===== src/rtl/conv_pkg.sv =====
// Shared types and constants for the 1-D convolution core and its MAC.
package conv_pkg;

  typedef enum logic [2:0] {
    S_IDLE  = 3'd0,
    S_ISSUE = 3'd1,
    S_DRAIN = 3'd2,
    S_WRITE = 3'd3,
    S_DONE  = 3'd4
  } conv_state_e;

  localparam int MEM_LATENCY_MIN = 1;
  localparam int MEM_LATENCY_MAX = 4;
  localparam int DRAIN_CNT_WIDTH = 2;

  function automatic int calc_acc_width(input int data_width, input int addr_width);
    return 2 * data_width + addr_width;
  endfunction

  localparam int ACC_WIDTH = calc_acc_width(8, 5);

endpackage


===== src/rtl/conv_mac.sv =====
// Valid-tag pipeline, operand extension and accumulator for the convolution core.
module conv_mac
  import conv_pkg::*;
#(
  parameter int DATA_WIDTH  = 8,
  parameter int ACC_W       = 21,
  parameter int MEM_LATENCY = 1
) (
  input  logic                  clk,
  input  logic                  rst,
  input  logic                  clr_i,
  input  logic                  issue_i,
  input  logic                  signed_i,
  input  logic [DATA_WIDTH-1:0] data_x_i,
  input  logic [DATA_WIDTH-1:0] data_y_i,
  output logic [ACC_W-1:0]      acc_o
);

  logic [MEM_LATENCY-1:0] tag_q;
  logic [MEM_LATENCY-1:0] tag_d;
  logic [ACC_W-1:0]       acc_q;
  logic [ACC_W-1:0]       acc_d;
  logic [ACC_W-1:0]       ext_x_s;
  logic [ACC_W-1:0]       ext_y_s;
  logic [ACC_W-1:0]       prod_s;

  // Extend operands to accumulator width; the truncated product is exact in two's complement.
  always_comb begin
    if (signed_i) begin
      ext_x_s = {{(ACC_W-DATA_WIDTH){data_x_i[DATA_WIDTH-1]}}, data_x_i};
      ext_y_s = {{(ACC_W-DATA_WIDTH){data_y_i[DATA_WIDTH-1]}}, data_y_i};
    end else begin
      ext_x_s = {{(ACC_W-DATA_WIDTH){1'b0}}, data_x_i};
      ext_y_s = {{(ACC_W-DATA_WIDTH){1'b0}}, data_y_i};
    end
    prod_s = ext_x_s * ext_y_s;
  end

  // Shift issue tags so the oldest bit lines up with the returning read data.
  always_comb begin
    tag_d    = '0;
    tag_d[0] = issue_i;
    for (int i = 1; i < MEM_LATENCY; i++) begin
      tag_d[i] = tag_q[i-1];
    end
  end

  // Accumulator next value: clear wins over a pending term.
  always_comb begin
    if (clr_i) begin
      acc_d = '0;
    end else if (tag_q[MEM_LATENCY-1]) begin
      acc_d = acc_q + prod_s;
    end else begin
      acc_d = acc_q;
    end
  end

  // Tag and accumulator registers.
  always_ff @(posedge clk) begin
    if (rst) begin
      tag_q <= '0;
      acc_q <= '0;
    end else begin
      tag_q <= tag_d;
      acc_q <= acc_d;
    end
  end

  assign acc_o = acc_q;

endmodule


===== src/rtl/conv_core_param.sv =====
// Sequential 1-D convolution engine: FSM and address generation, one product term per cycle
// through conv_mac, one Z write per output sample.
module conv_core_param
  import conv_pkg::*;
#(
  parameter int DATA_WIDTH  = 8,
  parameter int ADDR_WIDTH  = 5,
  parameter int MEM_LATENCY = 1,
  localparam int ACC_W      = calc_acc_width(DATA_WIDTH, ADDR_WIDTH)
) (
  input  logic                  clk,
  input  logic                  rst,
  input  logic                  start,
  input  logic [ADDR_WIDTH:0]   cfg_size_x,
  input  logic [ADDR_WIDTH:0]   cfg_size_y,
  input  logic                  cfg_signed,
  output logic [ADDR_WIDTH-1:0] memX_addr,
  input  logic [DATA_WIDTH-1:0] dataX,
  output logic [ADDR_WIDTH-1:0] memY_addr,
  input  logic [DATA_WIDTH-1:0] dataY,
  output logic [ADDR_WIDTH:0]   memZ_addr,
  output logic [ACC_W-1:0]      dataZ,
  output logic                  writeZ,
  output logic                  busy,
  output logic                  done
);

  localparam int NW  = ADDR_WIDTH + 1;
  // Out-of-range latencies are clamped to the supported window.
  localparam int LAT = (MEM_LATENCY < MEM_LATENCY_MIN) ? MEM_LATENCY_MIN :
                       (MEM_LATENCY > MEM_LATENCY_MAX) ? MEM_LATENCY_MAX : MEM_LATENCY;
  localparam logic [NW-1:0]              ONE_N      = NW'(1);
  localparam logic [DRAIN_CNT_WIDTH-1:0] DRAIN_ONE  = DRAIN_CNT_WIDTH'(1);
  localparam logic [DRAIN_CNT_WIDTH-1:0] DRAIN_LAST = DRAIN_CNT_WIDTH'(LAT - 1);

  conv_state_e                state_q;
  conv_state_e                state_d;
  logic [NW-1:0]              n_q, n_d;
  logic [NW-1:0]              k_q, k_d;
  logic [DRAIN_CNT_WIDTH-1:0] drain_q, drain_d;
  logic [NW-1:0]              sx_q, sx_d;
  logic [NW-1:0]              sy_q, sy_d;
  logic                       sgn_q, sgn_d;
  logic [ADDR_WIDTH-1:0]      memx_q, memx_d;
  logic [ADDR_WIDTH-1:0]      memy_q, memy_d;
  logic [NW-1:0]              memz_q, memz_d;
  logic                       writez_q, writez_d;
  logic                       busy_q, busy_d;
  logic                       done_q, done_d;
  logic [NW-1:0]              kmax_s;
  logic [NW-1:0]              last_n_s;
  logic                       clr_s;
  logic                       issue_s;
  logic [ACC_W-1:0]           acc_s;

  function automatic logic [NW-1:0] calc_kmin(input logic [NW-1:0] n, input logic [NW-1:0] sx);
    logic [NW-1:0] r;
    if (n >= sx) begin
      r = n - sx + ONE_N;
    end else begin
      r = '0;
    end
    return r;
  endfunction

  function automatic logic [NW-1:0] calc_kmax(input logic [NW-1:0] n, input logic [NW-1:0] sy);
    logic [NW-1:0] r;
    if (n < sy) begin
      r = n;
    end else begin
      r = sy - ONE_N;
    end
    return r;
  endfunction

  // Wraps through 2^NW but the true value always fits, so the result is exact.
  assign last_n_s = sx_q + sy_q - ONE_N - ONE_N;
  assign kmax_s   = calc_kmax(n_q, sy_q);

  // State and datapath registers.
  always_ff @(posedge clk) begin
    if (rst) begin
      state_q  <= S_IDLE;
      n_q      <= '0;
      k_q      <= '0;
      drain_q  <= '0;
      sx_q     <= '0;
      sy_q     <= '0;
      sgn_q    <= 1'b0;
      memx_q   <= '0;
      memy_q   <= '0;
      memz_q   <= '0;
      writez_q <= 1'b0;
      busy_q   <= 1'b0;
      done_q   <= 1'b0;
    end else begin
      state_q  <= state_d;
      n_q      <= n_d;
      k_q      <= k_d;
      drain_q  <= drain_d;
      sx_q     <= sx_d;
      sy_q     <= sy_d;
      sgn_q    <= sgn_d;
      memx_q   <= memx_d;
      memy_q   <= memy_d;
      memz_q   <= memz_d;
      writez_q <= writez_d;
      busy_q   <= busy_d;
      done_q   <= done_d;
    end
  end

  // Next-state logic.
  always_comb begin
    state_d = state_q;
    case (state_q)
      S_IDLE: begin
        if (start) begin
          if ((cfg_size_x == '0) || (cfg_size_y == '0)) begin
            state_d = S_DONE;
          end else begin
            state_d = S_ISSUE;
          end
        end else begin
          state_d = S_IDLE;
        end
      end
      S_ISSUE: begin
        if (k_q == kmax_s) begin
          state_d = S_DRAIN;
        end else begin
          state_d = S_ISSUE;
        end
      end
      S_DRAIN: begin
        if (drain_q == DRAIN_LAST) begin
          state_d = S_WRITE;
        end else begin
          state_d = S_DRAIN;
        end
      end
      S_WRITE: begin
        if (n_q == last_n_s) begin
          state_d = S_DONE;
        end else begin
          state_d = S_ISSUE;
        end
      end
      S_DONE:  state_d = S_IDLE;
      default: state_d = S_IDLE;
    endcase
  end

  // Datapath and output next values, derived from the current and next state.
  always_comb begin
    n_d     = n_q;
    k_d     = k_q;
    drain_d = drain_q;
    sx_d    = sx_q;
    sy_d    = sy_q;
    sgn_d   = sgn_q;
    memx_d  = memx_q;
    memy_d  = memy_q;
    memz_d  = memz_q;
    clr_s   = 1'b0;
    case (state_q)
      S_IDLE: begin
        if (start) begin
          sx_d  = cfg_size_x;
          sy_d  = cfg_size_y;
          sgn_d = cfg_signed;
          n_d   = '0;
        end else begin
          n_d = n_q;
        end
      end
      S_ISSUE: begin
        if (state_d == S_ISSUE) begin
          k_d = k_q + ONE_N;
        end else begin
          drain_d = '0;
        end
      end
      S_DRAIN: drain_d = drain_q + DRAIN_ONE;
      S_WRITE: begin
        if (state_d == S_ISSUE) begin
          n_d = n_q + ONE_N;
        end else begin
          n_d = n_q;
        end
      end
      default: n_d = n_q;
    endcase
    // Each output starts at its own kmin with a fresh accumulator.
    if ((state_d == S_ISSUE) && (state_q != S_ISSUE)) begin
      k_d   = calc_kmin(n_d, sx_d);
      clr_s = 1'b1;
    end else begin
      clr_s = 1'b0;
    end
    if (state_d == S_ISSUE) begin
      memx_d = ADDR_WIDTH'(n_d - k_d);
      memy_d = ADDR_WIDTH'(k_d);
    end else begin
      memx_d = memx_q;
      memy_d = memy_q;
    end
    if (state_d == S_WRITE) begin
      memz_d = n_q;
    end else begin
      memz_d = memz_q;
    end
    writez_d = (state_d == S_WRITE);
    busy_d   = (state_d != S_IDLE);
    done_d   = (state_d == S_DONE);
    issue_s  = (state_q == S_ISSUE);
  end

  conv_mac #(
    .DATA_WIDTH  (DATA_WIDTH),
    .ACC_W       (ACC_W),
    .MEM_LATENCY (LAT)
  ) u_mac (
    .clk      (clk),
    .rst      (rst),
    .clr_i    (clr_s),
    .issue_i  (issue_s),
    .signed_i (sgn_q),
    .data_x_i (dataX),
    .data_y_i (dataY),
    .acc_o    (acc_s)
  );

  assign memX_addr = memx_q;
  assign memY_addr = memy_q;
  assign memZ_addr = memz_q;
  assign dataZ     = acc_s;
  assign writeZ    = writez_q;
  assign busy      = busy_q;
  assign done      = done_q;

endmodule


===== config.mk =====
export PLATFORM = sky130hd
export DESIGN_NAME = conv_core_param
export DESIGN_NICKNAME = d
export VERILOG_FILES = /design/src/rtl/conv_pkg.sv /design/src/rtl/conv_mac.sv /design/src/rtl/conv_core_param.sv
export SDC_FILE = /design/constraint.sdc
export NUM_CORES = 1
export LEC_CHECK = 0
export CORE_MARGIN = 8
export CORE_UTILIZATION = 40
export DETAILED_ROUTE_END_ITERATION = 6
export PLACE_DENSITY_LB_ADDON = 0.3
export SLEW_MARGIN = 0
export SYNTH_ARGS = -nofsm -noshare
export SYNTH_HDL_FRONTEND = slang
export SYNTH_HIERARCHICAL = 1
export SYNTH_SLANG_ARGS = --single-unit

===== constraint.sdc =====
create_clock -name clk -period 9.2 [get_ports clk]
set_input_delay 0.92 -clock clk [delete_from_list [all_inputs] [get_ports clk]]
set_output_delay 0.92 -clock clk [all_outputs]
set_load 0.05 [all_outputs]

# --- Yosys cells after proc, flatten, opt, wreduce, memory -nomap -nowiden ---
# Cells that the tools add are included.
word_totals:
  word_cells: 71
  latch_bits: 0
  rom_bits: 0
  ff_bits: 71
  output_inout_bits: 40
  n_memories: 0
  ramBits: 0
classes:
  multipliers: 1
  eq_ne: 10
  n_reduce_logical: 11
  magnitude_cmp: 2
  add_sub_neg: 11
  n_div: 0
  shift: 0
  n_bitwise: 0
  muxes: 21
op_table:
  columns: ["operator", "n"]
  rows:
  - ["$mux 6", 9]
  - ["$mux 21", 2]
  - ["$add 21x21->21", 1]
  - ["$mul 21x21->21", 1]
  - ["$add 6x1->6 const B", 3]
  - ["$sub 6x1->6 const B", 3]
  - ["$eq 6x6->1", 2]
  - ["$logic_not 6->1", 2]
  - ["$pmux 3 s4", 1]
  - ["$pmux 6 s2", 1]
  - ["$eq 3x2->1 const B", 3]
  - ["$mux 3", 3]
  - ["$add 6x6->6", 1]
  - ["$eq 3x1->1 const B", 2]
  - ["$ge 6x6->1", 1]
  - ["$lt 6x6->1", 1]
  - ["$sub 6x6->6", 1]
  - ["$sub 5x5->5", 1]
  - ["$mux 2", 2]
  - ["$pmux 2 s2", 1]
  - ["$reduce_and 2->1", 2]
  - ["$eq 3x3->1 const B", 1]
  - ["$logic_not 3->1", 1]
  - ["$ne 3x1->1 const B", 1]
  - ["other kinds (9)", 10]

# --- Longest topological paths before layout ---
depth:
  ltp_word: 14
  depth_mapped: 29
  mapped_depth_nobuf: 29

# --- By module ---
# The synthesis kept the hierarchy.
modules_own_cells:
  columns: ["mod", "seq_area_each_um2", "area_per_inst_um2", "cells_each", "instances"]
  rows:
  - ["conv_mac", 440.4, 6482.5, 684, 1]
  - ["conv_core_param", 980.9, 3330.7, 409, 1]

# --- Worst setup path before layout ---
# OpenSTA, ideal clock, no wires.
synth_path:
  path_kind: "input to register"
  start: "input port dataX[7]"
  end: "register u_mac.acc_q[20] (netlist: u_mac/acc_o[20])"
  arrival_ns: 6.909
  cell_stages: 23
  required_ns: 9.070
  n_path_buf: 1
  setup_slack_ns: 2.161
  cell_sequence: "and2_1 -> clkbuf_1 -> nand2_1 -> fa_1 -> inv_1 -> fa_1 -> inv_1 -> fa_1 -> inv_1 -> fa_1 -> fa_1 -> inv_1 -> fa_1 -> fa_1 -> inv_1 -> ha_1 -> a21o_1 -> a211o_1 -> or3_1 -> nor3_2 -> nor3_1 -> xnor2_1 -> a21oi_1"
synth_via:
  elab_chain_len: 3
synth_rtl:
  columns: ["element", "line", "source"]
  rows:
  - ["from (decl)", "conv_core_param.sv:18", "input logic [DATA_WIDTH-1:0] dataX,"]
  - ["$mux 21", "conv_mac.sv:29", "if (signed_i) begin"]
  - ["$mul 21x21->21", "conv_mac.sv:36", "prod_s = ext_x_s * ext_y_s;"]
  - ["$add 21x21->21", "conv_mac.sv:53", "acc_d = acc_q + prod_s;"]
  - ["to (signal assigned)", "conv_mac.sv:63", "acc_q <= '0;"]
  - ["to (signal assigned)", "conv_mac.sv:66", "acc_q <= acc_d;"]
  - ["to (decl)", "conv_mac.sv:21", "logic [ACC_W-1:0] acc_q;"]
# Every way passes these cells.
# A chain may end at the register's enable or synchronous reset.

# --- Worst setup path after layout ---
# Ends and elaborated chain as after synthesis.

==> metrics.log <==
INFO  metric worst_skew_pair.late_latency = 0.34 ns
INFO  metric synth_most_common_cell = sky130_fd_sc_hd__inv_1
INFO  metric via_count = 7146
INFO  metric final-instance-count-excl-fill = 1469
INFO  metric die_y = 173 um
INFO  metric cellLeakagePower = 0.00530 uW
INFO  metric synth.cells.most_frequent = sky130_fd_sc_hd__inv_1 (207), sky130_fd_sc_hd__fa_1 (138), sky130_fd_sc_hd__ha_1 (113)
INFO  metric worstPathArrival = 7.97 ns
INFO  metric setup-tns-final = 0 ns
INFO  metric final_layout_size_suffix_gt1_frac = 0.0358
INFO  metric finish.net_count = 1423
INFO  metric timing.critical_path.cells = clkdlybuf4s50_1 -> and2_1 -> nand2_1 -> fa_1 -> inv_1 -> fa_1 -> inv_1 -> fa_1 -> inv_1 -> fa_1 -> fa_1 -> inv_1 -> fa_1 -> fa_1 -> inv_1 -> ha_1 -> a21o_1 -> a211o_1 -> or3_1 -> nor3_2 -> nor3_1 -> xnor2_1 -> a21oi_1
INFO  metric synth.yosys.warnings = 6
INFO  metric yosys_most_used_dff = sky130_fd_sc_hd__dfxtp_1
INFO  metric final.period_utilization = 0.846
INFO  metric cp_slowest_cell = sky130_fd_sc_hd__fa_1
INFO  metric timing.final.hold_violations = 0
INFO  metric cts_tree = done
INFO  metric gpl.final_weighted_congestion = 0.872
INFO  metric critical_path.max_stage_delay = 0.85 ns
INFO  metric clock-sinks = 71
INFO  metric worstSetupEndpointType = flip-flop
INFO  metric setup_viol_count_final = 0
INFO  metric synthesis.nets = 1376
INFO  metric grt_overflow_total = 0
INFO  metric post-dp-hpwl = 19500 um
INFO  metric post_cts_hold_buffer_count = 0
INFO  metric grt.total_usage = 0.161
INFO  metric detail_route.first_pass.iterations = 4
INFO  metric detail-route-antenna-nets = 0
INFO  metric finalWorstSetupSlack = 1.41 ns
INFO  metric outcome = complete, no violations
INFO  metric route.detailed.wl_per_inst = 15.7 um
INFO  metric synth_async_sr_flop_share = 0
INFO  metric worst_pin_slew = 1.10 ns
INFO  metric synth.lib_cells_used.distinct = 72
INFO  metric grt_pass1_vias = 7764
INFO  metric cts.path.max_buffers = 2
INFO  metric synthCells = 1093
INFO  metric area_added_between_synthesis_and_finish = 13.3%
INFO  metric timing.critical_path.fanout_max = 10
INFO  metric clock_skew = 0.00601 ns
INFO  metric final_core_util = 0.460
INFO  metric clock.fmax = 0.128 GHz
INFO  metric post-place-ws = 1.07 ns
INFO  metric criticalPathCategory = primary input to flip-flop
INFO  metric synth_sequential_area_ratio = 0.145
INFO  metric placedCellCount = 1453
INFO  metric hp_class = flip-flop to flip-flop
INFO  metric timing.critical_path.required = 9.38 ns
INFO  metric remaining_max_slew_budget_at_the_tightest_pin = 0.267
INFO  metric cts_root_buf = sky130_fd_sc_hd__clkbuf_16
INFO  metric antenna-diode-count = 0
INFO  metric ys_top_cells_by_area = sky130_fd_sc_hd__fa_1 (28%), sky130_fd_sc_hd__dfxtp_1 (14%), sky130_fd_sc_hd__ha_1 (14%)
INFO  metric synth_edf_count = 0
INFO  metric port_buffers = 71
INFO  metric post_synth_instance_area = 0.00981 mm^2
INFO  metric global_route_wire_length_before_repair = 39800 um
INFO  metric wirelength = 23100 um
INFO  metric boundaryPins = 72
INFO  metric grt_max_degree = 48
INFO  metric numCtsBuffers = 9
INFO  metric rsz0062_at_grt = no
INFO  metric worst_ir_drop_vdd = 0.000174 V
INFO  metric ctsResizeCount = 0
INFO  metric chipWidth = 173 um
INFO  metric route.detailed.vias_per_inst = 4.86
INFO  metric fillCellCount = 2331
INFO  metric final.min_clock_period = 7.79 ns
INFO  metric cts.repair_timing.setup_buffer_count = 0
INFO  metric die_area = 0.0298 mm^2
INFO  metric drt_iter0_markers = 274
INFO  metric worst_setup_hold_path_clk_slew = 0.06 ns
INFO  metric drv.max_cap_violation_count = 0
INFO  metric core_area = 0.0242 mm^2
INFO  metric crit_path_start_kind = primary input
INFO  metric p_per_area = 246 mW/mm^2
INFO  metric critPathMostFrequentCell = sky130_fd_sc_hd__fa_1
INFO  metric postSynthRegisterBits = 71
INFO  metric placement_rows = 57
INFO  metric ctsHtreeMaxLevel = 3
INFO  metric floorplan.initialDensity = 0.406
INFO  metric syn_avg_cell_area = 8.98 um^2
INFO  metric final_max_slew_viol_count = 0
INFO  metric synthDominantCellAreaShare = 0.282
INFO  metric finalPower = 2740 uW
INFO  metric grt_antenna_before_repair = 0
INFO  metric synth_area_leader_cell = sky130_fd_sc_hd__fa_1
INFO  metric drc_errors = 0
==> routing by layer <==
metal	part of all wire	track usage	wire, um	vias up
li1	-	-	-	3585
met1	0.46	0.207	10700	3412
met2	0.49	0.280	11200	121
met3	0.029	0.0196	663	28
met4	0.020	0.0460	460	0
met5	0	0	0	-
==> sequential cells by signal (all words and copies together) (netlist names) <==
register	cells
busy	1
k_q	6
sgn_q	1
writeZ	1
u_mac/acc_o	21
done	1
sy_q	6
state_q	3
sx_q	6
memX_addr	5
memY_addr	5
drain_q	2
memZ_addr	6
u_mac/tag_q	1
n_q	6
==> final timing paths <==
check / startpoint / endpoint / slack [ns] / depth (start not counted)
worst min-delay path: memZ_addr[5] / memZ_addr[5] / 0.46 / 2
worst min register to register: memZ_addr[5] / memZ_addr[5] / 0.46 / 2
worst max-delay path: dataX[7] / u_mac/acc_o[20] / 1.41 / 23
worst max register to register: sgn_q / u_mac/acc_o[20] / 1.91 / 22
==> worst max-delay path: cells and delay by family <==
kind                       cells  cell delay, ns
and+or+nand+nor                5            1.11
buffers and inverters          6            1.10
adders and majority gates      8            4.09
xor gates and xnor gates       1            0.14
AOI/OAI and AO/OA              3            0.62
==> final cells by class <==
class,instances,area [um^2],share of cell area
Timing Repair Buffer,72,713,0.0642
Clock buffer,9,225,0.0203
Multi-Input combinational cell,779,7450,0.671
Inverter,207,777,0.0699
Sequential cell,71,1420,0.128
Tap cell,324,405,0.0365
Clock inverter,7,120,0.0108
==> logic make-up after synthesis <==
logic type               synth area share
XOR/XNOR                           0.0639
adder cells (fa/ha/maj)             0.427
AND/OR/NAND/NOR                     0.151
AO/OA/AOI/OAI                       0.101
flip-flops                          0.145
buffers and inverters              0.0965
multiplexers                       0.0156
==> power by group <==
part	leakage, uW	internal (uW)	switching, uW
sequential	0.000578	358	61.8
combinational	0.00456	789	1120
clock	0.000166	266	138
total	0.00530	1410	1320
==> stage by stage <==
step	hold slack, ns	cell area [um^2]
5_1_grt	0.489	11100
4_1_cts	0.458	11100
2_1_floorplan	0.448	9810
3_3_place_gp	0.447	10800
3_5_place_dp	0.451	10800
6_report	0.458	11100
==> cells in the final DEF (no fill, tap or decap), drive strengths merged, types with 4 or more instances in the layout <==
cell type / Yosys / layout
nand3: 14 / 14
mux2i: 13 / 13
nand2b: 9 / 9
and2: 61 / 61
nor3: 15 / 15
o31ai: 4 / 4
clkdlybuf4s50: 0 / 70
and3: 9 / 9
a211oi: 8 / 8
xor2: 18 / 18
o21ai: 21 / 21
fa: 138 / 138
or3: 5 / 5
xnor2: 51 / 51
dfxtp: 71 / 71
a21o: 18 / 18
nand3b: 4 / 4
nand4: 5 / 5
a21oi: 57 / 57
nand2: 87 / 87
inv: 207 / 208
ha: 113 / 113
nor2: 71 / 71
a2111oi: 4 / 4
a31oi: 6 / 6
clkbuf: 24 / 9
Note: power is estimated with default switching activity, not from simulation.
